<file path="config.mk">
export PLATFORM = sky130hd
export DESIGN_NAME = alu_issue
export DESIGN_NICKNAME = d
export VERILOG_FILES = /design/src/rtl/alu_issue_pkg.sv /design/src/rtl/alu_issue_dec.sv /design/src/rtl/alu_issue.sv
export SDC_FILE = /design/constraint.sdc
export NUM_CORES = 1
export LEC_CHECK = 0
export CAP_MARGIN = 20
export CORE_UTILIZATION = 45
export DETAILED_ROUTE_END_ITERATION = 6
export DONT_BUFFER_PORTS = 1
export SLEW_MARGIN = 15
export SYNTH_ARGS = -nofsm -noshare
export SYNTH_HDL_FRONTEND = slang
export SYNTH_SLANG_ARGS = --single-unit
</file>
<file path="constraint.sdc">
create_clock -name clk -period 4.05 [get_ports clk]
set_input_delay 0.6075 -clock clk [delete_from_list [all_inputs] [get_ports clk]]
set_output_delay 0.6075 -clock clk [all_outputs]
set_load 0.005 [all_outputs]
</file>
<file path="src/rtl/alu_issue_pkg.sv">
// Shared constants and the decoded-entry record for the ALU issue stage.
package alu_issue_pkg;

    localparam int unsigned DATA_W = 32;

    // Major opcodes handled by the issue stage
    localparam logic [6:0] OPC_OP     = 7'b0110011;
    localparam logic [6:0] OPC_OP_IMM = 7'b0010011;
    localparam logic [6:0] OPC_LUI    = 7'b0110111;
    localparam logic [6:0] OPC_AUIPC  = 7'b0010111;

    // funct7 encodings accepted on OP / shift-immediate forms
    localparam logic [6:0] F7_BASE = 7'b0000000;
    localparam logic [6:0] F7_ALT  = 7'b0100000;

    // func3 operation selects as understood by the ALU
    localparam logic [2:0] F3_ADD  = 3'b000;
    localparam logic [2:0] F3_SLL  = 3'b001;
    localparam logic [2:0] F3_SLT  = 3'b010;
    localparam logic [2:0] F3_SLTU = 3'b011;
    localparam logic [2:0] F3_XOR  = 3'b100;
    localparam logic [2:0] F3_SR   = 3'b101;
    localparam logic [2:0] F3_OR   = 3'b110;
    localparam logic [2:0] F3_AND  = 3'b111;

    typedef struct packed {
        logic [DATA_W-1:0] data_in1;
        logic [DATA_W-1:0] data_in2;
        logic [2:0]        func3;
        logic              func;
        logic              sub_en;
        logic [4:0]        rd;
        logic              rd_wen;
        logic              illegal;
    } issue_entry_t;

endpackage

</file>
<file path="src/rtl/alu_issue_dec.sv">
// Combinational OP / OP-IMM decoder producing one issue entry.
// ALU_ISSUE_LUI_EN: also decode LUI and AUIPC (otherwise they are illegal).
module alu_issue_dec
    import alu_issue_pkg::*;
#(
    parameter int unsigned XLEN = 32
) (
    input  logic [31:0]     inst,
    input  logic [XLEN-1:0] pc,
    input  logic [XLEN-1:0] rs1_data,
    input  logic [XLEN-1:0] rs2_data,
    output issue_entry_t    entry
);

    logic [6:0] opcode;
    logic [2:0] f3;
    logic [6:0] f7;

    assign opcode = inst[6:0];
    assign f3     = inst[14:12];
    assign f7     = inst[31:25];

`ifndef ALU_ISSUE_LUI_EN
    logic unused_bits;
    assign unused_bits = ^{pc, inst[19:15]};
`endif

    // Decode the instruction; illegal encodings collapse to a zeroed entry
    always_comb begin
        issue_entry_t e;
        logic         ill;
        e   = '0;
        ill = 1'b0;
        unique case (opcode)
            OPC_OP_IMM: begin
                e.data_in1 = rs1_data;
                e.data_in2 = {{20{inst[31]}}, inst[31:20]};
                e.func3    = f3;
                if (f3 == F3_SLL) begin
                    e.data_in2 = {27'b0, inst[24:20]};
                    ill        = (f7 != F7_BASE);
                end else if (f3 == F3_SR) begin
                    e.data_in2 = {27'b0, inst[24:20]};
                    e.func     = inst[30];
                    ill        = (f7 != F7_BASE) && (f7 != F7_ALT);
                end
            end
            OPC_OP: begin
                e.data_in1 = rs1_data;
                e.data_in2 = rs2_data;
                e.func3    = f3;
                e.func     = (f3 == F3_SR) && inst[30];
                e.sub_en   = (f3 == F3_ADD) && inst[30];
                ill        = !((f7 == F7_BASE) ||
                               ((f7 == F7_ALT) && ((f3 == F3_ADD) || (f3 == F3_SR))));
            end
`ifdef ALU_ISSUE_LUI_EN
            OPC_LUI: begin
                e.data_in2 = {inst[31:12], 12'b0};
            end
            OPC_AUIPC: begin
                e.data_in1 = pc;
                e.data_in2 = {inst[31:12], 12'b0};
            end
`endif
            default: ill = 1'b1;
        endcase
        if (ill) begin
            e = '0;
        end
        e.rd      = inst[11:7];
        e.illegal = ill;
        e.rd_wen  = !ill && (inst[11:7] != 5'd0);
        entry     = e;
    end

endmodule

</file>
<file path="src/rtl/alu_issue.sv">
// ALU issue stage: decoder followed by a two-entry skid buffer.
// ALU_ISSUE_LUI_EN: enables LUI/AUIPC decode in alu_issue_dec.
module alu_issue
    import alu_issue_pkg::*;
#(
    parameter int unsigned XLEN = 32
) (
    input  logic            clk,
    input  logic            rst_n,
    input  logic            flush,
    input  logic            in_valid,
    output logic            in_ready,
    input  logic [31:0]     inst,
    input  logic [XLEN-1:0] pc,
    input  logic [XLEN-1:0] rs1_data,
    input  logic [XLEN-1:0] rs2_data,
    output logic            out_valid,
    input  logic            out_ready,
    output logic [XLEN-1:0] data_in1,
    output logic [XLEN-1:0] data_in2,
    output logic [2:0]      func3,
    output logic            func,
    output logic            sub_en,
    output logic [4:0]      rd,
    output logic            rd_wen,
    output logic            illegal
);

    issue_entry_t dec_entry;
    issue_entry_t main_q;
    issue_entry_t skid_q;
    logic         main_v;
    logic         skid_v;
    logic         accept;
    logic         consume;

    alu_issue_dec #(.XLEN(XLEN)) u_dec (
        .inst     (inst),
        .pc       (pc),
        .rs1_data (rs1_data),
        .rs2_data (rs2_data),
        .entry    (dec_entry)
    );

    // in_ready is a pure function of a flop, so it is effectively registered
    assign in_ready = !skid_v;
    assign accept   = in_valid && in_ready;
    assign consume  = main_v && out_ready;

    // Skid buffer: main drives the outputs, skid absorbs one stalled accept
    always_ff @(posedge clk or negedge rst_n) begin
        if (!rst_n) begin
            main_v <= 1'b0;
            skid_v <= 1'b0;
            main_q <= '0;
            skid_q <= '0;
        end else if (flush) begin
            main_v <= 1'b0;
            skid_v <= 1'b0;
        end else if (consume) begin
            // accept and skid_v are mutually exclusive, so skid always wins here
            if (skid_v) begin
                main_q <= skid_q;
                skid_v <= 1'b0;
            end else if (accept) begin
                main_q <= dec_entry;
            end else begin
                main_v <= 1'b0;
            end
        end else if (!main_v) begin
            if (accept) begin
                main_q <= dec_entry;
                main_v <= 1'b1;
            end
        end else if (accept) begin
            skid_q <= dec_entry;
            skid_v <= 1'b1;
        end
    end

    assign out_valid = main_v;
    assign data_in1  = main_q.data_in1;
    assign data_in2  = main_q.data_in2;
    assign func3     = main_q.func3;
    assign func      = main_q.func;
    assign sub_en    = main_q.sub_en;
    assign rd        = main_q.rd;
    assign rd_wen    = main_q.rd_wen;
    assign illegal   = main_q.illegal;

endmodule

</file>
==> out/metrics.cfg, run 1 <==
[outcome]
status = finished with violations
failed_checks = hold timing

[place]
place.gp.congestion = 0.775
pre_cts_ws_ns = 1.32
io_buffers = 0
dpl.hpwl_um = 12000

[timing]
slew_headroom_pct = 28.9
setup_slack_ns = 1.43
setup_tns_ns = 0
fin_crit_sh_pct = 64.8
fin_crit_ns = 2.62
worstMarginPinSlew_ns = 1.06
finalSetupViolations = 0
slew_viol_final = 0
clock.fmax_mhz = 381
clock_skew_ns = 0.00984
whs_ns = -0.111
hold_viol = 154
rsz0062_at_grt = false

[drt]
vias_per_cell = 6.08
drt-initial-drc-count = 508
antenna_left = 0
wire_per_inst_um = 20.2
vias = 6089
routed_wl_um = 20300
drt-pass1-iter-count = 5
drc_errors = 0

[yosys]
post-synth-top-count-cell = nand2_1
synth_edf_count = 0
synth_cells = 818
async_reset_ff_share_pct = 100
synth_cell_types = 38
dominantRegCellSynth = dfrtp_1
ys_top_cells_by_count = nand2_1, dfrtp_1, o21ai_1
yosysWarnings = 0
synth_top_area_share_pct = 52.3
synth.ff_latch_count = 154
synth.area.top_cells = dfrtp_1, nand2_1, o21ai_1, a21oi_1, o211ai_1
yosysTopAreaCell = dfrtp_1
synth.net_count = 951
post_synth.cell_area_avg_um2 = 9.00
ys_seq_area_share_pct = 52.3
netlist_area_um2 = 7370

[layout]
n_antenna_cell = 0
drive_above_1_share_pct = 8.52
nFillCells = 1457
fin_nets = 906
area_growth_pct = 10.2

[clocking]
clk_latency_ns = 0.41
root_buffer = clkbuf_16
htree_levels = 4
cts-resized-gates = 0
cts_tree = done
cts_buffers = 17
path_clk_slew_ns = 0.06
clkSinkCount = 154
post-cts-setup-buffers = 0
clockBufferDepth = 2

[min_path]
hp-class = in2async

[global_routing]
grt_antenna_before_repair = 0
grt_max_degree = 155
grt_pass1_vias = 5993
grt.overflow.total = 0
track_usage_pct = 24.9
grt_first_pass_wirelength_um = 32200

[die]
core-area_um2 = 15900
die_y_um = 130
io_pins = 211
fp.dieW_um = 130
rows = 46
dieArea_um2 = 16900
start_util_pct = 46.2

[power_and_ir_drop]
p_per_area_nw_per_um2 = 487
ir_worst_vdd_mv = 0.317
p_leak_nw = 3.29

[worst_setup_path]
crit_arrival_ns = 2.95
required_ns = 4.38
reg2reg_depth = 5
crit_type = reg2reg
r2r_end = data_in2[3]$_DFFE_PN0P_
cp-start-kind = flip-flop
crit_path_end_kind = flip-flop
reg2reg_from = out_valid$_DFFE_PN0P_
worst-r2r-setup-slack_ns = 1.43
crit_fanout = 33

[run]
maxCapViolCount = 0

## routing by layer
metal / GRT usage, % / share of wire [%]
met2: 39.4 / 48
met1: 32.1 / 42
met5: 0 / 0
met4: 8.76 / 1.6
met3: 8.12 / 9.0
## cells in the final DEF, fill, tap and decap left out, types with 2 or more instances in the layout
cell type / netlist / routed
clkbuf_8: 0 / 3
o211ai_1: 39 / 39
a21oi_4: 0 / 2
o21ai_0: 31 / 31
nand4_1: 2 / 2
nand2_1: 171 / 170
o22a_1: 6 / 6
a22oi_1: 6 / 6
o31a_1: 21 / 21
nor2_1: 20 / 20
clkinvlp_4: 0 / 2
and3_1: 3 / 3
o31ai_1: 27 / 27
clkinv_2: 0 / 3
nand3_1: 3 / 2
a31oi_1: 6 / 6
inv_1: 2 / 2
nor2b_1: 3 / 2
buf_4: 2 / 13
nor3_1: 8 / 8
mux2_2: 10 / 10
dfrtp_1: 154 / 154
or3_1: 35 / 34
a21oi_1: 68 / 66
o21ai_1: 83 / 83
o22ai_1: 30 / 30
clkbuf_16: 0 / 17
bufinv_16: 0 / 4
clkinv_4: 0 / 2
## power by group
part	internal [W]	switching, W	leakage [nW]
Sequential	0.00170	0.000160	2.00
Clock	0.00108	0.000628	0.309
Combinational	0.000172	0.000221	0.985
Total	0.00295	0.00101	3.29
## cells by family after synthesis
group	share of synthesized area, %
mux	1.53
buf+inv	4.42
flops	52.3
simple gates	15.4
compound gates	26.4
## how the worst max path moves through the flow
stage / end / slack [ns] / cells after the start / from
3_5_place_dp: data_in2[3]$_DFFE_PN0P_ / 1.32 / 6 / inst[25]
6_report: data_in2[3]$_DFFE_PN0P_ / 1.43 / 5 / out_valid$_DFFE_PN0P_
3_3_place_gp: rd_wen$_DFFE_PN0P_ / 1.37 / 6 / inst[25]
2_1_floorplan: data_in1[23]$_DFFE_PN0P_ / 2.09 / 7 / inst[25]
4_1_cts: rd[0]$_DFFE_PN0P_ / 1.38 / 5 / out_valid$_DFFE_PN0P_
5_1_grt: rd[1]$_DFFE_PN0P_ / 1.22 / 5 / out_valid$_DFFE_PN0P_
## area by class of cell
class / count / area (um^2) / share of cell area, %
Clock buffer: 21 / 470 / 5.79
Clock inverter: 11 / 168 / 2.06
Inverter: 2 / 7.51 / 0.0924
Multi-Input combinational cell: 585 / 3250 / 40.1
Sequential cell: 154 / 3850 / 47.5
Tap cell: 216 / 270 / 3.33
Timing Repair Buffer: 13 / 97.6 / 1.20
## critical path: stages, from the launching register on
cell	delay, ns
dfrtp_1	0.58
nand3_4	0.43
a21oi_4	0.99
buf_4	0.33
nor2_1	0.05
a31oi_1	0.15
## per-stage QoR
stage / util, % / hold slack [ns] / cell area, um^2 / power [W] / instances
5_1_grt: 50.9 / -0.143 / 8120 / 0.00414 / 1002
4_1_cts: 50.9 / -0.133 / 8120 / 0.00399 / 1002
6_report: 50.9 / -0.111 / 8120 / 0.00396 / 1002
2_1_floorplan: - / 0.312 / 7370 / 0.00215 / 818
3_3_place_gp: 46.9 / 0.317 / 7480 / 0.00225 / 970
3_5_place_dp: 46.9 / 0.317 / 7480 / 0.00228 / 970
## flip-flops by register name, indices dropped and copies added, names as in the netlist
name,flops
skid_q,76
data_in1,32
data_in2,32
rd,5
func3,3
func,1
illegal,1
out_valid,1
rd_wen,1
skid_v,1
sub_en,1
Note: power is estimated with default switching activity, not from simulation.
==> run 2, diff against run 1 <==
- ABC_AREA: default -> 1
- clock period: 4.05 -> 2.4 ns (I/O delays scaled with it)
==> out/metrics.cfg, run 2 <==
[worst_setup_path]
worstPathCellList = inv_1, nor2_1, nor2_4, inv_2, a21oi_1, o21ai_0, inv_1  ; was nand3_4, a21oi_4, buf_4, nor2_1, a31oi_1
crit_path_top_delay_cell = dfrtp_1  ; was a21oi_4
cp-start-kind = flip-flop  ; unchanged
crit_type = reg2reg  ; unchanged
required_ns = 2.71  ; was 4.38 ns
worst-r2r-setup-slack_ns = 0.66  ; was 1.43 ns
crit_path_end_kind = flip-flop  ; unchanged
reg2reg_depth = 7  ; was 5
reg2reg_from = out_valid$_DFFE_PN0P_  ; unchanged
r2r_end = rd[0]$_DFFE_PN0P_  ; was data_in2[3]$_DFFE_PN0P_
crit_fanout = 19  ; was 33
critical_path.most_common_cell = inv_1
crit_arrival_ns = 2.06  ; was 2.95 ns
slowest_delay_ns = 0.45  ; was 0.99 ns

[yosys]
ys_seq_area_share_pct = 48.9  ; was 52.3%
synth.area.top_cells = dfrtp_1, nand2_1, nor2_1, nand3_1, o21ai_0  ; was dfrtp_1, nand2_1, o21ai_1, a21oi_1, o211ai_1
dominantRegCellSynth = dfrtp_1  ; unchanged
post-synth-top-count-cell = nand2_1  ; unchanged
yosysWarnings = 0  ; unchanged
synth_cell_types = 21  ; was 38
synth-compound-area-share_pct = 10.6  ; was 26.4%
async_reset_ff_share_pct = 100  ; unchanged
ys_top_cells_by_count = nand2_1, nor2_1, dfrtp_1  ; was nand2_1, dfrtp_1, o21ai_1
synthAdderAreaFrac_pct = 0  ; unchanged
synth_top_area_share_pct = 48.9  ; was 52.3%
netlist_area_um2 = 7880  ; was 7370 um^2
synth_mux_area_share_pct = 0  ; was 1.53%
synthXorXnorAreaFrac_pct = 0  ; unchanged
yosys.area_share.simple_pct = 34.8  ; was 15.4%
synth_edf_count = 0  ; unchanged
synth_cells = 1110  ; was 818
synth.ff_latch_count = 154  ; unchanged
yosysTopAreaCell = dfrtp_1  ; unchanged
post_synth.cell_area_avg_um2 = 7.10  ; was 9.00 um^2
synth.net_count = 1243  ; was 951
synth_top_family_by_area = simple AND/OR/NAND/NOR gates  ; was compound AO/OA/AOI/OAI gates

[clocking]
post-cts-setup-buffers = 0  ; unchanged
htree_levels = 4  ; unchanged
cts-resized-gates = 0  ; unchanged
path_clk_slew_ns = 0.06  ; about the same
cts_tree = done  ; unchanged
cts_buffers = 17  ; unchanged
clk_latency_ns = 0.43  ; was 0.41 ns
root_buffer = clkbuf_16  ; unchanged
clockBufferDepth = 2  ; unchanged
clkSinkCount = 154  ; unchanged

[timing]
setup_tns_ns = 0  ; unchanged
worstMarginPinSlew_ns = 0.529  ; was 1.06 ns
fin_crit_sh_pct = 72.6  ; was 64.8%
finalSetupViolations = 0  ; unchanged
clock_skew_ns = 0.00733  ; was 0.00984 ns
fin_crit_ns = 1.74  ; was 2.62 ns
slew_viol_final = 0  ; unchanged
rsz0062_at_grt = false  ; unchanged
clock.fmax_mhz = 574  ; was 381 MHz
hold_viol = 154  ; unchanged
slew_headroom_pct = 64.7  ; was 28.9%
whs_ns = -0.375  ; was -0.111 ns

[global_routing]
grt_pass1_vias = 6394  ; was 5993
grt_antenna_before_repair = 0  ; unchanged
grt_max_degree = 155  ; unchanged
grt_first_pass_wirelength_um = 34200  ; was 32200 um
track_usage_pct = 24.1  ; was 24.9%
grt.overflow.total = 0  ; unchanged

[drt]
drc_errors = 0  ; unchanged
antenna_left = 0  ; unchanged
drt-initial-drc-count = 524  ; was 508
routed_wl_um = 20900  ; was 20300 um
wire_per_inst_um = 15.9  ; was 20.2 um
vias = 6923  ; was 6089
drt-pass1-iter-count = 6  ; was 5
vias_per_cell = 5.28  ; was 6.08

[power_and_ir_drop]
p_per_area_nw_per_um2 = 784  ; was 487 nW/um^2
p_leak_nw = 4.34  ; was 3.29 nW
ir_worst_vdd_mv = 0.504  ; was 0.317 mV

[layout]
largest_reg_flops = 76  ; unchanged
regMostFlops = skid_q  ; unchanged
area_growth_pct = 10.6  ; was 10.2%
drive_above_1_share_pct = 5.90  ; was 8.52%
fin_nets = 1206  ; was 906
n_antenna_cell = 0  ; unchanged
final_common_cell = nand2_1  ; unchanged
final_cell_mix = nand2_1, nor2_1, dfrtp_1  ; was nand2_1, dfrtp_1, o21ai_1
nFillCells = 1779  ; was 1457

[place]
place.gp.congestion = 0.772  ; was 0.775
io_buffers = 0  ; unchanged
dpl.hpwl_um = 12400  ; was 12000 um

[die]
dieArea_um2 = 18000  ; was 16900 um^2
start_util_pct = 45.9  ; was 46.2%
core-area_um2 = 17200  ; was 15900 um^2
rows = 48  ; was 46
die_y_um = 134  ; was 130 um
fp.dieW_um = 134  ; was 130 um
io_pins = 211  ; unchanged

[run]
maxCapViolCount = 0  ; unchanged

[outcome]
status = finished with violations  ; unchanged
failed_checks = hold timing  ; unchanged

[min_path]
hp-class = in2async  ; unchanged

run 2: cell count changes in the layout (fill, tap and decap cells not counted), moves of 7 or more:
cell / previous run / this run
o21ai_0: 31 / 83
nand3_1: 2 / 111
o31a_1: 21 / 0
or3_1: 34 / 0
mux2_2: 10 / 0
nand2_1: 170 / 415
o21ai_1: 83 / 67
inv_1: 2 / 23
nor2_1: 20 / 154
o22ai_1: 30 / 5
o31ai_1: 27 / 1
o211ai_1: 39 / 0
a21oi_1: 66 / 2
nor3_1: 8 / 1
run 2: cells by family after synthesis:
logic type | count (synthesis)
AO/OA/AOI/OAI | 162
flip-flops | 154
buffers and inverters | 103
AND/OR/NAND/NOR | 691
run 2: stage by stage:
| step | util, % | setup slack [ns] | area, um^2 | power (W) | instances |
|---|---|---|---|---|---|
| global route | 50.7 | 0.429 | 8720 | 0.00716 | 1310 |
| detailed placement | 46.9 | 0.641 | 8050 | 0.00383 | 1279 |
| floorplan | - | 0.917 | 7880 | 0.00361 | 1110 |
| finish | 50.7 | 0.658 | 8720 | 0.00684 | 1310 |
| CTS | 50.7 | 0.632 | 8720 | 0.00690 | 1310 |
| global placement | 46.9 | 0.632 | 8050 | 0.00381 | 1279 |
run 2: where the power goes:
| part | switching, W | internal [W] |
|---|---|---|
| sequential | 0.000249 | 0.00283 |
| clock | 0.00109 | 0.00197 |
| combinational | 0.000442 | 0.000251 |
| total | 0.00178 | 0.00505 |
run 2: final cells by class:
type | instances | area [um^2] | area share (%)
well taps | 225 | 282 | 3.23
clock inverters | 12 | 221 | 2.54
flip-flops and latches | 154 | 3850 | 44.2
clock buffers | 19 | 443 | 5.08
repair buffers | 20 | 200 | 2.30
multi-input cells | 853 | 3610 | 41.5
inverters | 27 | 101 | 1.16
run 2: how the worst max path moves through the flow:
stage	start	to	slack, ns
finish	out_valid$_DFFE_PN0P_	rd[0]$_DFFE_PN0P_	0.66
global route	out_valid$_DFFE_PN0P_	rd[4]$_DFFE_PN0P_	0.43
CTS	out_valid$_DFFE_PN0P_	rd[0]$_DFFE_PN0P_	0.63
detailed placement	out_valid$_DFFE_PN0P_	rd[0]$_DFFE_PN0P_	0.64
global placement	out_valid$_DFFE_PN0P_	rd[4]$_DFFE_PN0P_	0.63
floorplan	inst[5]	data_in2[12]$_DFFE_PN0P_	0.92
run 2: metal layers:
layer  vias up  track usage, %  part of all wire, %
li1       3474               -                    -
met4         0            7.12                  1.3
met5         -               0                    0
met1      3231            32.3                   46
met3        19            7.67                  7.4
met2       199            37.3                   46
run 2: worst max-delay path: cells and delay by family, from the launching register on:
family / cells / cell delay (ns)
buf+inv: 3 / 0.46
flops: 1 / 0.45
compound gates: 2 / 0.35
simple gates: 2 / 0.36
